**config.mk**
```make
export PLATFORM = sky130hd
export DESIGN_NAME = ad_frame_reader
export DESIGN_NICKNAME = d
export VERILOG_FILES = /design/src/rtl/ad_pkg.sv /design/src/rtl/ad_ch_avg.sv /design/src/rtl/ad_frame_reader.sv
export SDC_FILE = /design/constraint.sdc
export NUM_CORES = 1
export LEC_CHECK = 0
export ABC_AREA = 0
export BUFFER_PORTS_ARGS = -buffer_cell sky130_fd_sc_hd__buf_2
export CAP_MARGIN = 20
export CORE_MARGIN = 2
export CORE_UTILIZATION = 39
export DETAILED_ROUTE_END_ITERATION = 7
export PLACE_DENSITY = 0.74
export SYNTH_ARGS = -nofsm -noshare
export SYNTH_HDL_FRONTEND = slang
export SYNTH_SLANG_ARGS = --single-unit
export TNS_END_PERCENT = 50
```
**constraint.sdc**
```tcl
create_clock -name clk -period 1 [get_ports clk]
set_input_delay 0.05 -clock clk [delete_from_list [all_inputs] [get_ports clk]]
set_output_delay 0.05 -clock clk [all_outputs]
set_load 0.05 [all_outputs]
```
**src/rtl/ad_pkg.sv**
```systemverilog
// Shared defaults and FSM encoding for the ADC frame reader.
package ad_pkg;

  localparam int AD_CH_NUM = 8;
  localparam int AD_DATA_W = 16;

  typedef enum logic [1:0] {
    ST_IDLE  = 2'd0,
    ST_READ  = 2'd1,
    ST_DRAIN = 2'd2
  } state_t;

endpackage

```
**src/rtl/ad_ch_avg.sv**
```systemverilog
// Per-channel accumulate-and-dump averager over 2^AVG_LOG2 frames.
// One cycle from sample to average; no backpressure, a result is produced on every final-frame sample.
module ad_ch_avg #(
  parameter int CH_NUM   = 8,
  parameter int DATA_W   = 16,
  parameter int AVG_LOG2 = 4
) (
  input  logic              clk,
  input  logic              rst,
  input  logic              smp_valid,
  input  logic [2:0]        smp_ch,
  input  logic [DATA_W-1:0] smp_data,
  input  logic              frame_done,
  output logic [DATA_W-1:0] avg_data,
  output logic [2:0]        avg_ch,
  output logic              avg_valid
);

  localparam int AW = DATA_W + AVG_LOG2;

  logic signed [AW-1:0] acc [CH_NUM];
  logic signed [AW-1:0] sum;
  logic [AVG_LOG2-1:0]  frm_cnt;
  logic                 last_frm;

  assign last_frm = &frm_cnt;
  assign sum      = acc[smp_ch] + {{AVG_LOG2{smp_data[DATA_W-1]}}, smp_data};

  always_ff @(posedge clk) begin
    if (rst) begin
      for (int i = 0; i < CH_NUM; i++) acc[i] <= '0;
      frm_cnt   <= '0;
      avg_data  <= '0;
      avg_ch    <= '0;
      avg_valid <= 1'b0;
    end else begin
      avg_valid <= smp_valid && last_frm;
      if (smp_valid) begin
        if (last_frm) begin
          // Dropping the low AVG_LOG2 bits of a signed sum is a floor divide.
          avg_data     <= sum[AW-1:AVG_LOG2];
          avg_ch       <= smp_ch;
          acc[smp_ch]  <= '0;
        end else begin
          acc[smp_ch]  <= sum;
        end
      end
      if (frame_done) frm_cnt <= frm_cnt + 1'b1;
    end
  end

endmodule

```
**src/rtl/ad_frame_reader.sv**
```systemverilog
// Reads CH_NUM-word ADC frames from a FIFO, tags samples by channel; optional averager under AD_FRAME_AVG_EN.
// Samples appear one cycle after each read strobe; a frame only starts once the FIFO holds a whole frame.
module ad_frame_reader
  import ad_pkg::*;
#(
  parameter int CH_NUM   = AD_CH_NUM,
  parameter int DATA_W   = AD_DATA_W,
  parameter int AVG_LOG2 = 4
) (
  input  logic              clk,
  input  logic              rst,
  input  logic              en,
  input  logic [DATA_W-1:0] fifo_q,
  input  logic [5:0]        fifo_usedw,
  output logic              fifo_rdreq,
  output logic [DATA_W-1:0] smp_data,
  output logic [2:0]        smp_ch,
  output logic              smp_valid,
  output logic              frame_done,
  output logic [DATA_W-1:0] avg_data,
  output logic [2:0]        avg_ch,
  output logic              avg_valid
);

  if (CH_NUM < 1 || CH_NUM > 8 || AVG_LOG2 < 1) begin : g_param_err
    $error("ad_frame_reader: CH_NUM must be 1..8 and AVG_LOG2 >= 1");
  end

  state_t            state, state_nxt;
  logic [2:0]        rd_cnt, rd_cnt_nxt;
  logic              rd_vld_q;
  logic [2:0]        rd_ch_q;
  logic [DATA_W-1:0] smp_hold;

  always_ff @(posedge clk) begin
    if (rst) begin
      state    <= ST_IDLE;
      rd_cnt   <= '0;
      rd_vld_q <= 1'b0;
      rd_ch_q  <= '0;
      smp_hold <= '0;
    end else begin
      state    <= state_nxt;
      rd_cnt   <= rd_cnt_nxt;
      rd_vld_q <= fifo_rdreq;
      if (fifo_rdreq) rd_ch_q  <= rd_cnt;
      if (rd_vld_q)   smp_hold <= fifo_q;
    end
  end

  // DRAIN plus IDLE give two strobe-free cycles between back-to-back frames.
  always_comb begin
    state_nxt  = state;
    rd_cnt_nxt = rd_cnt;
    fifo_rdreq = 1'b0;
    unique case (state)
      ST_IDLE: begin
        rd_cnt_nxt = '0;
        if (en && int'(fifo_usedw) >= CH_NUM) state_nxt = ST_READ;
      end
      ST_READ: begin
        fifo_rdreq = 1'b1;
        if (rd_cnt == 3'(CH_NUM - 1)) begin
          rd_cnt_nxt = '0;
          state_nxt  = ST_DRAIN;
        end else begin
          rd_cnt_nxt = rd_cnt + 3'd1;
        end
      end
      ST_DRAIN: state_nxt = ST_IDLE;
      default:  state_nxt = ST_IDLE;
    endcase
  end

  // fifo_q is live only in the cycle after a strobe; otherwise replay the last sample.
  assign smp_valid  = rd_vld_q;
  assign smp_ch     = rd_ch_q;
  assign smp_data   = rd_vld_q ? fifo_q : smp_hold;
  assign frame_done = rd_vld_q && (rd_ch_q == 3'(CH_NUM - 1));

`ifdef AD_FRAME_AVG_EN
  ad_ch_avg #(
    .CH_NUM   (CH_NUM),
    .DATA_W   (DATA_W),
    .AVG_LOG2 (AVG_LOG2)
  ) u_avg (
    .clk        (clk),
    .rst        (rst),
    .smp_valid  (smp_valid),
    .smp_ch     (smp_ch),
    .smp_data   (smp_data),
    .frame_done (frame_done),
    .avg_data   (avg_data),
    .avg_ch     (avg_ch),
    .avg_valid  (avg_valid)
  );
`else
  assign avg_data  = '0;
  assign avg_ch    = '0;
  assign avg_valid = 1'b0;
`endif

endmodule

```
# --- Yosys cells after proc, flatten, opt, wreduce, memory -nomap -nowiden ---
# Cells that the tools add are included.
word_totals:
  register_bits: 25
  in_bits: 25
  output_inout_bits: 42
  elab_cells: 24
classes:
  n_addsub: 1
  magnitude_cmp: 1
  eq_ne: 5
  n_mux: 7
  n_reduce_logical: 5
ops:
  columns: ["operator", "count"]
  rows:
  - ["16-bit two-way mux", 1]
  - ["3-bit equality test (second input constant)", 2]
  - ["6-bit by 4-bit >= comparator with 1-bit output (second input constant)", 1]
  - ["3-bit case mux with 2 select lines", 1]
  - ["2-bit two-way mux", 2]
  - ["2-bit inequality test (second input constant)", 2]
  - ["2-bit case mux with 2 select lines", 1]
  - ["3-bit by 1-bit adder with 3-bit output (second input constant)", 1]
  - ["3-bit two-way mux", 1]
  - ["2-bit by 1-bit equality test with 1-bit output (second input constant)", 1]
  - ["1-bit logical AND", 2]
  - ["2-bit logical NOT", 1]
  - ["2-bit AND reduction", 1]
  - ["2-bit nonzero test", 1]
  - ["1-bit two-way mux", 1]

# --- Logic depth before layout (Yosys ltp) ---
# Gate-level depths: netlist (run 1).
depth:
  ltp_word: 4
  mapped_depth: 5
  ltp_nobuf: 5

# --- Worst setup path before layout (run 1) ---
# No wires, ideal clock.
synth_path:
  path_kind: "register to register"
  from: "register rd_vld_q (netlist: smp_valid)"
  to: "register smp_hold[11]"
  setup_time_ns: 0.121
  arrival_ns: 1.500
  t_required_ns: 0.879
  path_slack_ns: -0.622
  path_stages_with_launch: 5
  path_buffers: 2
  period_less_slack_ns: 1.622
  cell_sequence: "dfxtp_1 -> buf_6 -> buf_12 -> mux2_4 -> nor2b_1"
synth_between:
  elab_chain_len: 1
synth_lines:
  columns: ["item", "line", "text"]
  rows:
  - ["from (decl)", "ad_frame_reader.sv:31", "logic rd_vld_q;"]
  - ["from (signal assigned)", "ad_frame_reader.sv:45", "rd_vld_q <= fifo_rdreq;"]
  - ["16-bit two-way mux", null, null]
  - ["via smp_data[11]", "ad_frame_reader.sv:16", "output logic [DATA_W-1:0] smp_data,"]
  - ["to (signal assigned)", "ad_frame_reader.sv:47", "if (rd_vld_q) smp_hold <= fifo_q;"]
  - ["to (decl)", "ad_frame_reader.sv:33", "logic [DATA_W-1:0] smp_hold;"]
# The timed path passes the listed nets, and every way through them passes these cells.
# A chain may end at the register's enable or synchronous reset.

# --- Worst setup path in the final report (run 1) ---
layout_path:
  from: "register rd_vld_q (netlist: smp_valid)"
  to: "output smp_data[1]"
layout_between:
  elab_chain_len: 1
layout_lines:
  columns: ["item", "line"]
  rows:
  - ["16-bit two-way mux", null]
  - ["to (decl)", "ad_frame_reader.sv:16"]
# No other way between the ends.

==> results of run 1 <==
## synthesized netlist by cell type (all sizes together)
| cell | instances | area share |
|---|---|---|
| nor2b | 16 | 0.12 |
| buf | 24 | 0.16 |
| nand2b | 2 | 0.010 |
| nand2 | 6 | 0.019 |
| dfxtp | 25 | 0.41 |
| ha | 2 | 0.021 |
| nor2 | 4 | 0.012 |
| mux2 | 16 | 0.18 |
| o311ai | 1 | 0.0072 |
| a211oi | 1 | 0.0062 |
| and2 | 1 | 0.0052 |
| conb | 1 | 0.0031 |
| a22oi | 2 | 0.012 |
| nor4b | 1 | 0.0072 |
| inv | 2 | 0.0062 |
| and4 | 1 | 0.0082 |
| a21oi | 4 | 0.016 |
## layer usage
metal	part of all wire	global-route usage	vias to the layer above
met5	0	0	-
met4	0.016	0.0667	0
met3	0.075	0.0346	5
met2	0.56	0.283	40
met1	0.35	0.141	414
li1	-	-	432
## through the flow
| step | setup WS, ns | TNS [ns] | utilization | hold WS (ns) |
|---|---|---|---|---|
| finish | -0.385 | -8.10 | 0.603 | 0.0689 |
| global placement | -0.134 | -3.40 | 0.468 | 0.375 |
| CTS | -0.389 | -8.06 | 0.585 | 0.0268 |
| floorplan | -0.369 | -8.91 | - | 0.114 |
| global route | -0.434 | -9.49 | 0.603 | 0.0668 |
| detailed placement | -0.155 | -4.14 | 0.468 | 0.376 |
## registers in the layout, indices dropped and copies added (netlist names)
signal,cells
rd_cnt,3
smp_ch,3
smp_hold,16
smp_valid,1
state,2
## area by class of cell
class                           instances  area, sq um
Fill cell                             234         1190
Multi-Input combinational cell         77          689
Timing Repair Buffer                   57          532
Sequential cell                        25          509
Tap cell                               33         41.3
Clock buffer                            3         22.5
Inverter                                2         10.0
Clock inverter                          1         5.00
## kinds of logic after synthesis
| kind of cell | count (synthesis) |
|---|---|
| other | 1 |
| buffers and inverters | 26 |
| flip-flops | 25 |
| multiplexers | 16 |
| AO/OA/AOI/OAI | 8 |
| adder cells (fa/ha/maj) | 2 |
| AND/OR/NAND/NOR | 31 |
## power breakdown
group          leakage (uW)  switching (uW)  internal [uW]
sequential         0.000206            20.7           1030
clock             0.0000177             295            150
combinational      0.000596             508            331
total              0.000819             824           1510
## worst min-delay path: cells and delay by family
kind / cells / cell delay (ns)
buf+inv: 1 / 0.10
compound gates: 2 / 0.20
## repair_timing
| action | CTS | global route |
|---|---|---|
| setup endpoints to repair | 41 | 41 |
| buffers inserted | 8 | 2 |
| resized for setup | 74 | 9 |
| hold endpoints to repair | 0 | 0 |
## final timing paths
| path | end | slack, ns | cells past startpoint |
|---|---|---|---|
| worst max-delay path | smp_data[1] | -0.39 | 3 |
| worst min-delay path | state[0] | 0.07 | 3 |
| worst max register to register | smp_hold[0] | -0.20 | 4 |
| worst min register to register | smp_ch[1] | 0.49 | 2 |
==> impl_metrics.toml, run 1 <==
[place]
place_area_sq_um = 1400
place_congestion = 0.713
port_buffers = 43
dp_hpwl_um = 1630
placed_cells = 185

[sta]
grt_setup_unrepaired = "true"
fmax_mhz = 722
timing.final.ws_setup_ns = -0.385
layout_min_cycle_time_ns = 1.39
skew_ns = 0.0119
period_share = 1.39
drv_slew = 0
setup_viol = 38
finalHoldViolCount = 0

[outcome]
status = "complete, but fails checks"
violations = "setup timing"

[synth]
synth_mux_area_frac = 0.176
ys_seq_area_frac = 0.412
yosysWarnings = 0
synth_cell_type_count = 22
synth-seq-cells = 25
synth_fa_ha_area_frac = 0.0206
synthCells = 109
synth-compound-area-share = 0.0423
synth_area_sq_um = 1210
syn_avg_cell_area_sq_um = 11.1
synth_top_family_by_area = "simple AND/OR/NAND/NOR gates"
synth-xor-area-share = 0
synth_simple_gate_area_frac = 0.181

[layout]
num-nets-final = 193
drive_gt1_frac = 0.600
final_area_sq_um = 1810
final_cell_mix = "buf_2, conb_1, dfxtp_1, mux2_4, buf_8"
final_common_cell = "buf_2"
antenna_cells = 0
syn_to_final_growth_pct = 49.1
instances_no_fill = 198

[hold_path]
hp-class = "in -> reg"
min-delay-start = "en"

[critical_path]
crit_path_start = "smp_valid"
cp.required_ns = 0.95
crit_type = "reg -> out"
cp-end-kind = "output pin"
path_delay_family = "flip-flops"
max_stage_delay_ns = 0.40
critPathSlowestCell = "dfxtp_4"
path_max_fanout = 9
crit_buf_inv = 2
arrival_ns = 1.34
reg2reg_from = "smp_valid"
critPathLaunchType = "register"
crit_chain = "buf_8 > mux2_4 > buf_6"

[grt]
grt_pass1_vias = 859
gr-total-overflow = 0
grt_antenna_before_repair = 0
grt_usage = 0.145
grt_pass1_wl_um = 3780
grt_max_degree = 17

[clock_tree]
cts.sink_count = 25
clk_latency_ns = 0.32
clkTransAtPathRegs_ns = 0.12
cts-root-buf = "clkbuf_4"
cts.htree.levels = 1
cts_buffer_depth = 2
cts_buffers = 3
holdBufCountCts = 0
cts_tree = "built"

[power]
powerDensity_nw_per_um2 = 1290
p_leak_uw = 0.000819
power.total_uw = 2340
ir_drop_v = 0.000420

[routing]
first_pass_iters = 2
vias = 891
drt-total-wl_um = 2560
first_iter_violations = 12
wl_per_cell_um = 12.9
routed_via_density = 4.50
detail-route-antenna-nets = 0
drc = 0

[floorplan]
die_w_um = 59.8
die_h_um = 59.8
io_pins = 67
core_area_sq_um = 3000
start_util = 0.404
rows = 20
dieArea_sq_um = 3570

[job]
maxCapViolCount = 0
No activity file was read; power rests on OpenSTA's default activity.
==> run 2, diff against run 1 <==
--- a/config.mk
+++ b/config.mk
@@ -6,5 +6,5 @@
 export NUM_CORES = 1
 export LEC_CHECK = 0
-export ABC_AREA = 0
+export ABC_AREA = 1
 export BUFFER_PORTS_ARGS = -buffer_cell sky130_fd_sc_hd__buf_2
 export CAP_MARGIN = 20
==> constraint.sdc (replaced) <==
create_clock -name clk -period 1 [get_ports clk]
set_input_delay 0 -clock clk [delete_from_list [all_inputs] [get_ports clk]]
set_output_delay 0 -clock clk [all_outputs]
set_load 0.05 [all_outputs]
==> run 2 against run 1 <==
- the run still ends with setup timing left
- worst hold slack got worse by 0.063 ns
- cell count grew 33%
- area after synthesis rose by 1.8%
- fmax up 12%
- critical path type unchanged
- highest routed layer unchanged
==> impl_metrics.toml, run 2 <==
[place]
place_congestion = 0.703
dp_hpwl_um = 1680
port_buffers = 43
pre_cts_ws_ns = -0.0137

[synth]
ys.flop_type = "dfxtp_1"
async_flop_share = 0
yosysTopAreaCellShare = 0.405
yosys-top-cells-area = "dfxtp_1, nand2_1, buf_4"
synth_enable_flop_cells = 0
ys_seq_area_frac = 0.405
synth_common_cells = "nand2_1, dfxtp_1, buf_4, a21oi_1"
syn_avg_cell_area_sq_um = 7.97
synth_cell_type_count = 18
synthCells = 155
synth_largest_area_cell = "dfxtp_1"
synth_area_sq_um = 1230
synth-seq-cells = 25
yosysWarnings = 0
yosysMostFrequentCell = "nand2_1"

[critical_path]
reg2reg_from = "smp_valid"
path_max_fanout = 7
critPathSlowestCell = "dfxtp_4"
cp.depth = 5
max_stage_delay_ns = 0.39
crit_top_cell = "nand2_2"
cp-end-kind = "output pin"
cp.required_ns = 1.00
crit_path_start = "smp_valid"
path_delay_family = "flip-flops"
reg2reg_depth = 5
crit_buf_inv = 3
arrival_ns = 1.24
crit_chain = "buf_12 > inv_6 > nand2_2 > nand2_2 > buf_8"
critPathLaunchType = "register"
crit_type = "reg -> out"

[clock_tree]
cts_tree = "built"
cts-root-buf = "clkbuf_4"
cts_buffers = 3
cts.htree.levels = 1
clk_latency_ns = 0.32
clkTransAtPathRegs_ns = 0.13
cts_buffer_depth = 2
cts.sink_count = 25

[layout]
multiInputGateArea_sq_um = 768
num-nets-final = 248
regArea_sq_um = 510
regMostFlops = "smp_hold"
syn_to_final_growth_pct = 64.6
n_fill_cell = 234
final_cell_mix = "buf_2, nand2_4, conb_1, dfxtp_1"
drive_gt1_frac = 0.545
antenna_cells = 0
final_common_cell = "buf_2"
largest_register_ffs = 16
utilization = 0.671

[grt]
grt_pass1_wl_um = 4350
grt_usage = 0.161
grt_pass1_vias = 1040
grt_antenna_before_repair = 0
use_met2 = 0.301
busiest_layer = "met2"
met1_usage = 0.183
gr-total-overflow = 0
gr-usage-met3 = 0.0216
grt_max_degree = 14

[floorplan]
core_area_sq_um = 3030
dieArea_sq_um = 3630
start_util = 0.408
io_pins = 67
die_h_um = 60.3
rows = 20
die_w_um = 60.3

[routing]
vias = 1129
drc = 0
first_iter_violations = 25
first_pass_iters = 4
routed_via_density = 4.28
wl_per_cell_um = 11.3
drt-total-wl_um = 2970
detail-route-antenna-nets = 0

[sta]
period_share = 1.24
setup_viol = 19
tns_ns = -4.10
holdWs_ns = 0.00537
layout_min_cycle_time_ns = 1.24
grt_setup_unrepaired = "true"
fmax_mhz = 807
finalHoldViolCount = 0
drv_slew = 0
timing.final.ws_setup_ns = -0.240
skew_ns = 0.00536

[hold_path]
hp-class = "in -> reg"
min-delay-start = "fifo_q[13]"
worstHoldPathCells = 3

[power]
ir_drop_v = 0.000517
p_leak_uw = 0.000937
powerDensity_nw_per_um2 = 1210

[outcome]
violations = "setup timing"
status = "complete, but fails checks"

[job]
maxCapViolCount = 0
run 2: timing repair:
action                                 in CTS  in global routing
hold buffers                               14                  1
setup buffers                               3                  1
endpoints found under the hold margin      15                  1
cloned                                      2                  0
setup endpoints to repair                  22                 23
resized for setup                          68                 20
pin swaps                                   3                  1
run 2: cells by family after synthesis:
family / synth area share
compound gates: 0.128
fa+ha+maj: 0.0203
buf+inv: 0.211
flops: 0.405
other cells: 0.00304
simple gates: 0.233
run 2: cell type report:
class                           instances  share of cell area
Tap cell                               44              0.0271
Timing Repair inverter                  2              0.0142
Clock buffer                            4              0.0129
Timing Repair Buffer                   65               0.292
Sequential cell                        25               0.251
Inverter                               10              0.0246
Multi-Input combinational cell        114               0.378
run 2: worst paths after layout:
kind                  end  slack (ns)
min reg2reg   smp_hold[9]        0.49
max           smp_data[6]       -0.24
min          smp_hold[13]       0.005
max reg2reg  smp_hold[12]        0.02
run 2: layer usage:
metal / vias up / part of all wire
met4: 0 / 0.013
met3: 5 / 0.049
met5: - / 0
met2: 42 / 0.54
met1: 510 / 0.40
li1: 572 / -
run 2: worst reg2reg max path, delay by kind of cell (launching register included):
kind / cells / cell delay [ns]
DFF: 1 / 0.38
and+or+nand+nor: 1 / 0.06
AOI/OAI and AO/OA: 1 / 0.10
buffers and inverters: 3 / 0.38
run 2: per-stage QoR:
stage | area (sq um) | cells | total power (uW)
floorplan | 1420 | 174 | 1740
global placement | 1500 | 239 | 1770
detailed placement | 1500 | 239 | 1780
CTS | 1940 | 262 | 2420
global route | 2030 | 264 | 2560
finish | 2030 | 264 | 2460
run 2: power by group:
part           switching (uW)  leakage [uW]  internal [uW]  total [uW]
logic                     618      0.000716            310         928
clock network             303     0.0000150            156         459
registers                32.9      0.000206           1040        1080
